--- config.mk ---
export PLATFORM = sky130hd
export DESIGN_NAME = io_rx_ctrl
export DESIGN_NICKNAME = d
export VERILOG_FILES = /design/src/rtl/io_hub_pkg.sv /design/src/rtl/io_word_pack.sv /design/src/rtl/io_rx_ctrl.sv
export SDC_FILE = /design/constraint.sdc
export NUM_CORES = 1
export LEC_CHECK = 0
export ABC_AREA = 1
export BUFFER_PORTS_ARGS = -buffer_cell sky130_fd_sc_hd__buf_2
export CAP_MARGIN = 40
export CORE_ASPECT_RATIO = 0.75
export CORE_MARGIN = 2
export CORE_UTILIZATION = 30
export CTS_CLUSTER_DIAMETER = 150
export DETAILED_ROUTE_END_ITERATION = 6
export PLACE_DENSITY = 0.58
export SYNTH_ARGS = -nofsm -noshare
export SYNTH_HDL_FRONTEND = slang
export SYNTH_SLANG_ARGS = --single-unit
--- constraint.sdc ---
create_clock -name clk -period 6.2 [get_ports clk]
set_clock_uncertainty 0.1 [all_clocks]
set_input_delay 1.24 -clock clk [delete_from_list [all_inputs] [get_ports clk]]
set_output_delay 1.24 -clock clk [all_outputs]
set_load 0.01 [all_outputs]
--- src/rtl/io_hub_pkg.sv ---
// Constants shared by io_rx_ctrl and io_hub: FSM encoding, config map, status layout.
package io_hub_pkg;

  typedef enum logic [1:0] {
    S_IDLE = 2'd0,
    S_RECV = 2'd1,
    S_DONE = 2'd2
  } rx_state_t;

  localparam logic [1:0] CFG_CTRL  = 2'd0;
  localparam logic [1:0] CFG_FIRST = 2'd1;
  localparam logic [1:0] CFG_END   = 2'd2;
  localparam logic [1:0] CFG_RSVD  = 2'd3;

  localparam int CTRL_START = 0;
  localparam int CTRL_ABORT = 1;

  localparam int ST_BUSY    = 0;
  localparam int ST_FINISH  = 1;
  localparam int ST_WR      = 2;
  localparam int ST_ABORT   = 3;
  localparam int ST_LEN_ERR = 4;
  localparam int ST_CNT_LSB = 16;
  localparam int ST_CNT_W   = 16;

  // io_hub register map for the status and window registers
  localparam logic [1:0] HUB_STATUS_ADDR = 2'd1;
  localparam logic [1:0] HUB_FIRST_ADDR  = 2'd2;
  localparam logic [1:0] HUB_END_ADDR    = 2'd3;

endpackage

--- src/rtl/io_word_pack.sv ---
// Little-endian byte-to-word packer: lanes 0..2 are stored, lane 3 completes the word
// combinationally so the parent can register the full word on the accepting edge.
module io_word_pack (
  input  logic        clk,
  input  logic        rst,
  input  logic        clear,
  input  logic        byte_en,
  input  logic [7:0]  byte_i,
  output logic [31:0] word_o,
  output logic        word_done_o
);

  logic [23:0] lanes_q, lanes_d;
  logic [1:0]  byte_idx_q, byte_idx_d;

  always_ff @(posedge clk or posedge rst) begin
    if (rst) begin
      lanes_q    <= '0;
      byte_idx_q <= '0;
    end else begin
      lanes_q    <= lanes_d;
      byte_idx_q <= byte_idx_d;
    end
  end

  always_comb begin
    lanes_d    = lanes_q;
    byte_idx_d = byte_idx_q;
    if (clear) begin
      lanes_d    = '0;
      byte_idx_d = '0;
    end else if (byte_en) begin
      case (byte_idx_q)
        2'd0:    lanes_d[7:0]   = byte_i;
        2'd1:    lanes_d[15:8]  = byte_i;
        2'd2:    lanes_d[23:16] = byte_i;
        default: lanes_d        = lanes_q;
      endcase
      byte_idx_d = byte_idx_q + 2'd1;
    end
  end

  assign word_o      = {byte_i, lanes_q};
  assign word_done_o = byte_en && !clear && (byte_idx_q == 2'd3);

endmodule

--- src/rtl/io_rx_ctrl.sv ---
// Receive control: config window registers, transfer FSM, word counter and status word.
//   state  | meaning
//   S_IDLE | waiting for an accepted start; address registers writable
//   S_RECV | accepting bytes until len words delivered or abort
//   S_DONE | one cycle after the last word; finish set on exit
module io_rx_ctrl
  import io_hub_pkg::*;
#(
  parameter int MAX_WORDS = 8,
  parameter int CNT_W     = 16
) (
  input  logic        clk,
  input  logic        rst,
  input  logic        cfg_we_i,
  input  logic [1:0]  cfg_addr_i,
  input  logic [31:0] cfg_data_i,
  input  logic        rx_valid_i,
  input  logic [7:0]  rx_byte_i,
  output logic        rx_ready_o,
  output logic [31:0] data,
  output logic [31:0] status_reg,
  output logic [31:0] addr_first_reg,
  output logic [31:0] addr_end_reg
);

  localparam logic [CNT_W:0] MAX_LEN = (CNT_W+1)'(MAX_WORDS);
  localparam logic [CNT_W:0] ONE     = (CNT_W+1)'(1);

  rx_state_t        state_q, state_d;
  logic [31:0]      first_q, first_d, end_q, end_d, data_q, data_d;
  logic [CNT_W-1:0] cnt_q, cnt_d;
  logic             finish_q, finish_d, abort_q, abort_d;
  logic             len_err_q, len_err_d, wr_q, wr_d;
  logic             busy;

  logic             ctrl_wr, start_req, abort_req, len_ok;
  logic             start_ok, start_rej, abort_now, byte_en, word_done, last_word;
  logic [CNT_W:0]   len_w, cnt_inc;
  logic [31:0]      word;

  assign ctrl_wr   = cfg_we_i && (cfg_addr_i == CFG_CTRL);
  assign abort_req = ctrl_wr && cfg_data_i[CTRL_ABORT];
  assign start_req = ctrl_wr && cfg_data_i[CTRL_START] && !cfg_data_i[CTRL_ABORT];

  assign len_w     = {1'b0, end_q[CNT_W-1:0]} - {1'b0, first_q[CNT_W-1:0]} + ONE;
  assign len_ok    = (end_q[CNT_W-1:0] >= first_q[CNT_W-1:0]) && (len_w <= MAX_LEN);
  assign start_ok  = start_req && (state_q == S_IDLE) && len_ok;
  assign start_rej = start_req && (state_q == S_IDLE) && !len_ok;
  assign abort_now = abort_req && (state_q == S_RECV);

  // an abort on the same edge as a byte discards that byte
  assign byte_en   = rx_valid_i && rx_ready_o && !abort_now;
  assign cnt_inc   = {1'b0, cnt_q} + ONE;
  assign last_word = word_done && (cnt_inc == len_w);

  io_word_pack u_pack (
    .clk         (clk),
    .rst         (rst),
    .clear       (start_ok || abort_now),
    .byte_en     (byte_en),
    .byte_i      (rx_byte_i),
    .word_o      (word),
    .word_done_o (word_done)
  );

  always_ff @(posedge clk or posedge rst) begin
    if (rst) state_q <= S_IDLE;
    else     state_q <= state_d;
  end

  always_comb begin
    state_d = state_q;
    case (state_q)
      S_IDLE:  if (start_ok) state_d = S_RECV;
      S_RECV: begin
        if (abort_now)      state_d = S_IDLE;
        else if (last_word) state_d = S_DONE;
      end
      S_DONE:  state_d = S_IDLE;
      default: state_d = S_IDLE;
    endcase
  end

  always_comb begin
    rx_ready_o = (state_q == S_RECV);
    busy       = (state_q == S_RECV);
  end

  always_ff @(posedge clk or posedge rst) begin
    if (rst) begin
      first_q   <= '0;
      end_q     <= '0;
      data_q    <= '0;
      cnt_q     <= '0;
      finish_q  <= 1'b0;
      abort_q   <= 1'b0;
      len_err_q <= 1'b0;
      wr_q      <= 1'b0;
    end else begin
      first_q   <= first_d;
      end_q     <= end_d;
      data_q    <= data_d;
      cnt_q     <= cnt_d;
      finish_q  <= finish_d;
      abort_q   <= abort_d;
      len_err_q <= len_err_d;
      wr_q      <= wr_d;
    end
  end

  always_comb begin
    first_d   = first_q;
    end_d     = end_q;
    data_d    = data_q;
    cnt_d     = cnt_q;
    finish_d  = finish_q;
    abort_d   = abort_q;
    len_err_d = len_err_q;
    wr_d      = 1'b0;
    if (cfg_we_i && (state_q == S_IDLE)) begin
      if (cfg_addr_i == CFG_FIRST) first_d = cfg_data_i;
      if (cfg_addr_i == CFG_END)   end_d   = cfg_data_i;
    end
    if (start_rej) len_err_d = 1'b1;
    if (start_ok) begin
      finish_d  = 1'b0;
      abort_d   = 1'b0;
      len_err_d = 1'b0;
      cnt_d     = '0;
    end
    if (abort_now) abort_d = 1'b1;
    if (word_done) begin
      data_d = word;
      wr_d   = 1'b1;
      cnt_d  = cnt_inc[CNT_W-1:0];
    end
    if (state_q == S_DONE) finish_d = 1'b1;
  end

  always_comb begin
    status_reg                                = '0;
    status_reg[ST_BUSY]                       = busy;
    status_reg[ST_FINISH]                     = finish_q;
    status_reg[ST_WR]                         = wr_q;
    status_reg[ST_ABORT]                      = abort_q;
    status_reg[ST_LEN_ERR]                    = len_err_q;
    status_reg[ST_CNT_LSB +: ST_CNT_W]        = ST_CNT_W'(cnt_q);
  end

  assign data           = data_q;
  assign addr_first_reg = first_q;
  assign addr_end_reg   = end_q;

endmodule

-- Yosys cells after proc, flatten, opt, wreduce, memory -nomap -nowiden
Cells that the tools add are included.
- register bits: 144
- input bits: 46
- output and inout bits: 129
- logic and storage cells: 85
- $add $sub $neg: 4
- magnitude comparators: 2
- eq/ne operators: 10
- mux-type cells: 19
- reductions and logical operators: 37
- operator list (kind ; number):
    $mux W24 ; 2
    $mux W16 ; 2
    $mux W8 ; 3
    $add A16 B1 Y17 const B ; 1
    $add A17 B1 Y17 const B ; 1
    $eq A17 B17 Y1 ; 1
    $le A17 B4 Y1 const B ; 1
    $sub A16 B16 Y17 ; 1
    $ge A16 B16 Y1 ; 1
    $reduce_bool A2 Y1 ; 8
    $logic_and A1 B1 Y1 ; 15
    $reduce_and A2 Y1 ; 6
    $mux W2 ; 5
    $eq A2 B2 Y1 const B ; 4
    $eq A2 B1 Y1 const B ; 3
    $logic_not A2 Y1 ; 3
    $mux W1 ; 6
    $logic_not A1 Y1 ; 4
    $pmux W2 S2 ; 1
    $ne A3 B1 Y1 const B ; 1
    $add A2 B1 Y2 const B ; 1
    $ne A2 B2 Y1 const B ; 1
    $logic_or A1 B1 Y1 ; 1

-- Logic depth before layout (Yosys ltp)
- depth in word-level cells: 14
- gate-level depth with buffers: 23
- mapped depth without buffers: 23

-- Hierarchy
A second synthesis with hierarchy kept.
- cells, all modules: 1111
- area, all modules: 8384.3 µm²
- by module, submodules not included (module ; instances ; cells each ; area an instance (µm²) ; sequential area each (µm²)):
    io_rx_ctrl ; 1 ; 963 ; 7041.8 ; 2952.8
    io_word_pack ; 1 ; 148 ; 1342.5 ; 650.6

-- Least setup slack after synthesis
Ideal clock, no wire load.
- path type: flip-flop to flip-flop
- start: register first_q[1], in the netlist addr_first_reg[1]
- end: register u_pack.lanes_q[16]
- library setup time: 0.119 ns
- arrival: 2.718 ns
- path slack: 3.264 ns
- stages on the path, launching flop included: 23
- path buffers: 2
- cells stage by stage: dfrtp_1 -> inv_1 -> ha_1 -> inv_1 -> ha_1 -> inv_1 -> fa_1 -> inv_1 -> nand3_1 -> nand2_1 -> nand2_1 -> nand2_1 -> nand2_1 -> nand2_1 -> nand2_1 -> nand2_1 -> nand3_1 -> nor2_1 -> nand3_2 -> buf_6 -> buf_6 -> nand4_1 -> nand2_1
- longest elaborated chain between the ends: 8
- elaborated cells between the ends (all ways): 11
- classes of those cells: 2 x add/sub; 2 x order compare; 1 x mux; 6 x reduce/logical
- ends and longest elaborated chain (what ; line ; RTL):
    from (decl) ; io_rx_ctrl.sv:30 ; logic [31:0] first_q, first_d, end_q, end_d, data_q, data_d;
    from (signal assigned) ; io_rx_ctrl.sv:100 ; first_q <= first_d;
    $sub A16 B16 Y17 ; io_rx_ctrl.sv:45 ; assign len_w = {1'b0, end_q[CNT_W-1:0]} - {1'b0, first_q[CNT_W-1:0]} + ONE;
    $add A17 B1 Y17 ; io_rx_ctrl.sv:45 ;
    $le A17 B4 Y1 ; io_rx_ctrl.sv:46 ; assign len_ok = (end_q[CNT_W-1:0] >= first_q[CNT_W-1:0]) && (len_w <= MAX_LEN);
    $logic_and A1 B1 Y1 * ; io_rx_ctrl.sv:46 ;
    $logic_and A1 B1 Y1 * ; io_rx_ctrl.sv:47 ; assign start_ok = start_req && (state_q == S_IDLE) && len_ok;
    $logic_or A1 B1 Y1 * ; io_rx_ctrl.sv:59 ; .clear (start_ok || abort_now),
    $reduce_bool A2 Y1 (no line) ; -- ;
    $reduce_and A2 Y1 (no line) ; -- ;
    to (signal assigned) ; io_word_pack.sv:21 ; lanes_q <= lanes_d;
    to (decl) ; io_word_pack.sv:13 ; logic [23:0] lanes_q, lanes_d;
Every way passes the cells marked *; elsewhere a longest branch is shown, timed or not.
A chain may end at the register's enable or synchronous reset.

-- Worst setup path in the final report
- start: register first_q[1], in the netlist addr_first_reg[1]
- end: register cnt_q[6]
- longest elaborated chain between the ends: 10
- elaborated cells between the ends (all ways): 12
- classes of those cells: 2 x add/sub; 2 x order compare; 1 x mux; 7 x reduce/logical
- ends and longest elaborated chain (what ; line ; RTL):
    $sub A16 B16 Y17 ; io_rx_ctrl.sv:45 ;
    $add A17 B1 Y17 ; io_rx_ctrl.sv:45 ;
    $le A17 B4 Y1 ; io_rx_ctrl.sv:46 ;
    $logic_and A1 B1 Y1 * ; io_rx_ctrl.sv:46 ;
    $logic_and A1 B1 Y1 * ; io_rx_ctrl.sv:47 ;
    $logic_or A1 B1 Y1 ; io_rx_ctrl.sv:59 ;
    $logic_not A1 Y1 ; io_word_pack.sv:44 ; assign word_done_o = byte_en && !clear && (byte_idx_q == 2'd3);
    $logic_and A1 B1 Y1 (2 in a row) ; io_word_pack.sv:44 ;
    $mux W16 or $reduce_bool A2 Y1 (tied branches) ; -- ;
    to (signal assigned) ; io_rx_ctrl.sv:103 ; cnt_q <= cnt_d;
    to (decl) ; io_rx_ctrl.sv:31 ; logic [CNT_W-1:0] cnt_q, cnt_d;
Marked as above.

==> results.json <==
{
  "port_buffers": 163,
  "io_pins": 175,
  "endpoint_kind": "register",
  "coreArea_mm2": 0.02674,
  "cts_tree": "yes",
  "cp.required_ns": 6.43,
  "syn_area_mm2": 0.008105,
  "maxSlewHeadroom_pct": 44.91,
  "maxSlewViolCount": 0,
  "layout-area-overhead-vs-synth_pct": 20.76,
  "post_cts_buffers": 0,
  "setup_tns_ns": 0,
  "layout-drive-gt1-share_pct": 17.76,
  "async_reset_ff_share_pct": 100.0,
  "reg2reg_depth": 20,
  "post-dp-hpwl_um": 16270,
  "num_vias": 7203,
  "seq_area_frac_synth_pct": 44.46,
  "grt_max_degree": 70,
  "drv_cap": 0,
  "cts_buffers": 17,
  "clockRootBuffer": "clkbuf_16",
  "critPathLaunchType": "register",
  "fmax_mhz": 270.7,
  "row_count": 52,
  "grt_use_total_pct": 16.19,
  "ys_seq_elements": 144,
  "placedCellCount": 1552,
  "layout_min_cycle_time_ns": 3.694,
  "die_w_um": 193.8,
  "drtIter0Drc": 552,
  "overflow": 0,
  "yosys_most_used_dff": "dfrtp_1",
  "grt_pass1_wl_um": 36960,
  "drc_errors": 0,
  "p_leak_nw": 5.606,
  "final_util_pct": 36.60,
  "htreeDepth": 4,
  "cts_hold_buf": 0,
  "r2r_start": "addr_first_reg[1]",
  "cts_max_path_buffers": 2,
  "p_per_area_mw_per_mm2": 319.4,
  "initial_utilization_pct": 30.31,
  "antenna_left": 0,
  "cts.sinks": 144,
  "die_area_mm2": 0.02836,
  "yosysWarningCount": 0,
  "clock_latency_ns": 0.43,
  "gp_congestion": 0.8858,
  "hold_class": "reg2reg",
  "layout.cells.non_filler": 1584,
  "setup_viol": 0,
  "ir_drop_uv": 181.9,
  "path_clk_slew_ns": 0.07,
  "n_antenna_cell": 0,
  "crit_arrival_ns": 3.93,
  "r2r_end": "cnt_q[6]",
  "wire_per_inst_um": 13.85,
  "hold_path_depth": 2,
  "syn_inst": 1072,
  "postCtsResizedCells": 0,
  "wirelength_um": 21940,
  "post-route-period-util_pct": 59.58,
  "dieHeight_um": 146.4,
  "rsz0062_at_grt": "false",
  "dr.pass1.iters": 5,
  "design_area_mm2": 0.009788,
  "r2r_setup_slack_ns": 2.51,
  "hold_start": "u_pack.lanes_q[6]",
  "postSynthAreaPerCell_um2": 7.561,
  "first_global_vias": 7024,
  "cp_max_fo": 60,
  "nNetsFinal": 1312,
  "status": "completed",
  "tightest_slew_ns": 0.8251,
  "viasPerCell": 4.547,
  "synth.distinct_cells": 35,
  "worstSetupPathType": "reg2reg",
  "grt_antenna_before_repair": 0,
  "hold_viol_final": 0,
  "holdPathEnd": "data[6]",
  "dpl-instance-area_mm2": 0.009201,
  "synth_edf_count": 0
}
-- how the worst max path moves through the flow --
stage                            from  slack [ns]  cells after the start       end
floorplan                         rst        0.99                      1   abort_q
global placement    addr_first_reg[1]        2.64                     20  cnt_q[8]
detailed placement  addr_first_reg[1]        2.51                     20  cnt_q[8]
CTS                 addr_first_reg[1]        2.50                     20  cnt_q[8]
global route        addr_first_reg[1]        2.04                     20  cnt_q[6]
finish              addr_first_reg[1]        2.51                     20  cnt_q[6]
-- cells in the final DEF (no fill, tap or decap), drive strengths merged, types with 2 or more instances in the layout --
master / n
xor2: 6
inv: 162
clkinv: 3
o21bai: 2
nor3: 9
nand4: 63
clkbuf: 21
nand3b: 3
nand2: 377
a21oi: 12
dfrtp: 144
o21a: 2
o21ai: 85
ha: 38
nand3: 63
conb: 11
clkinvlp: 3
fa: 8
nor2: 44
buf: 170
-- routing by layer --
layer,up-vias,wire length [um],global-route usage [%]
met2,176,9018,23.21
met3,17,1264,3.927
met1,3323,11400,24.12
met4,0,252,4.389
li1,3687,-,-
met5,-,0,0
-- cell type report --
type | count | area [um2]
inverter | 158 | 598.1
clock inverter | 11 | 116.4
multi-input combinational | 729 | 3672
clock buffer | 21 | 470.5
timing repair buffer | 170 | 888.4
tap | 351 | 439.2
fill | 2809 | 16950
sequential | 144 | 3603
-- cells by family after synthesis --
| logic type | after synthesis | share of synthesized area, % |
|---|---|---|
| and+or+nand+nor | 562 | 29.44 |
| buffers and inverters | 209 | 10.76 |
| DFF | 144 | 44.46 |
| AOI/OAI and AO/OA | 103 | 6.700 |
| adders and majority gates | 46 | 7.842 |
| xor gates and xnor gates | 7 | 0.7564 |
| other | 1 | 0.04627 |
-- metrics by stage --
step | total power, mW | worst slack, ns | hold slack (ns)
3_5_place_dp | 2.093 | 2.508 | 0.3597
5_1_grt | 3.359 | 2.044 | 0.4008
6_report | 3.126 | 2.506 | 0.3740
2_1_floorplan | 1.808 | 0.9937 | 0.3425
3_3_place_gp | 2.082 | 2.644 | 0.3563
4_1_cts | 3.150 | 2.500 | 0.3757
-- synth_stat cells, types with 2 or more instances --
cell type  instances  area share (%)
a21oi_1           10            0.62
a21oi_2            2            0.22
buf_2              6            0.37
buf_4             17             1.6
buf_6              2            0.28
clkbuf_1          24             1.1
clkinv_1           2           0.093
dfrtp_1          144              44
fa_1               8             2.0
ha_1              38             5.9
inv_1            146             6.8
inv_2             10            0.46
nand2_1          376              17
nand3_1           62             3.8
nand3b_1           3            0.28
nand4_1           63             4.9
nor2_1            43             2.0
nor3_1             9            0.56
o21a_1             2            0.19
o21ai_0           84             5.2
o21bai_1           2            0.19
xor2_1             6            0.65
-- critical path: stages, from the launching register on --
cell and delay, ns:
dfrtp_1 0.39, inv_1 0.06, ha_1 0.30, inv_1 0.08
ha_1 0.17, inv_1 0.06, fa_1 0.39, inv_1 0.09
nand3_1 0.08, nand2_1 0.12, nand2_1 0.07, nand2_1 0.11
nand2_1 0.09, nand3_1 0.09, nand2_1 0.09, nand3_1 0.08
nor2_1 0.06, nand3_2 0.06, buf_4 0.47, nand2_1 0.37
o21ai_0 0.28
-- power by group --
group / switching (mW) / internal [mW]
combinational: 0.640 / 0.357
sequential: 0.0663 / 1.02
clock: 0.449 / 0.595
total: 1.15 / 1.97
(Power assumes the default switching activity.)
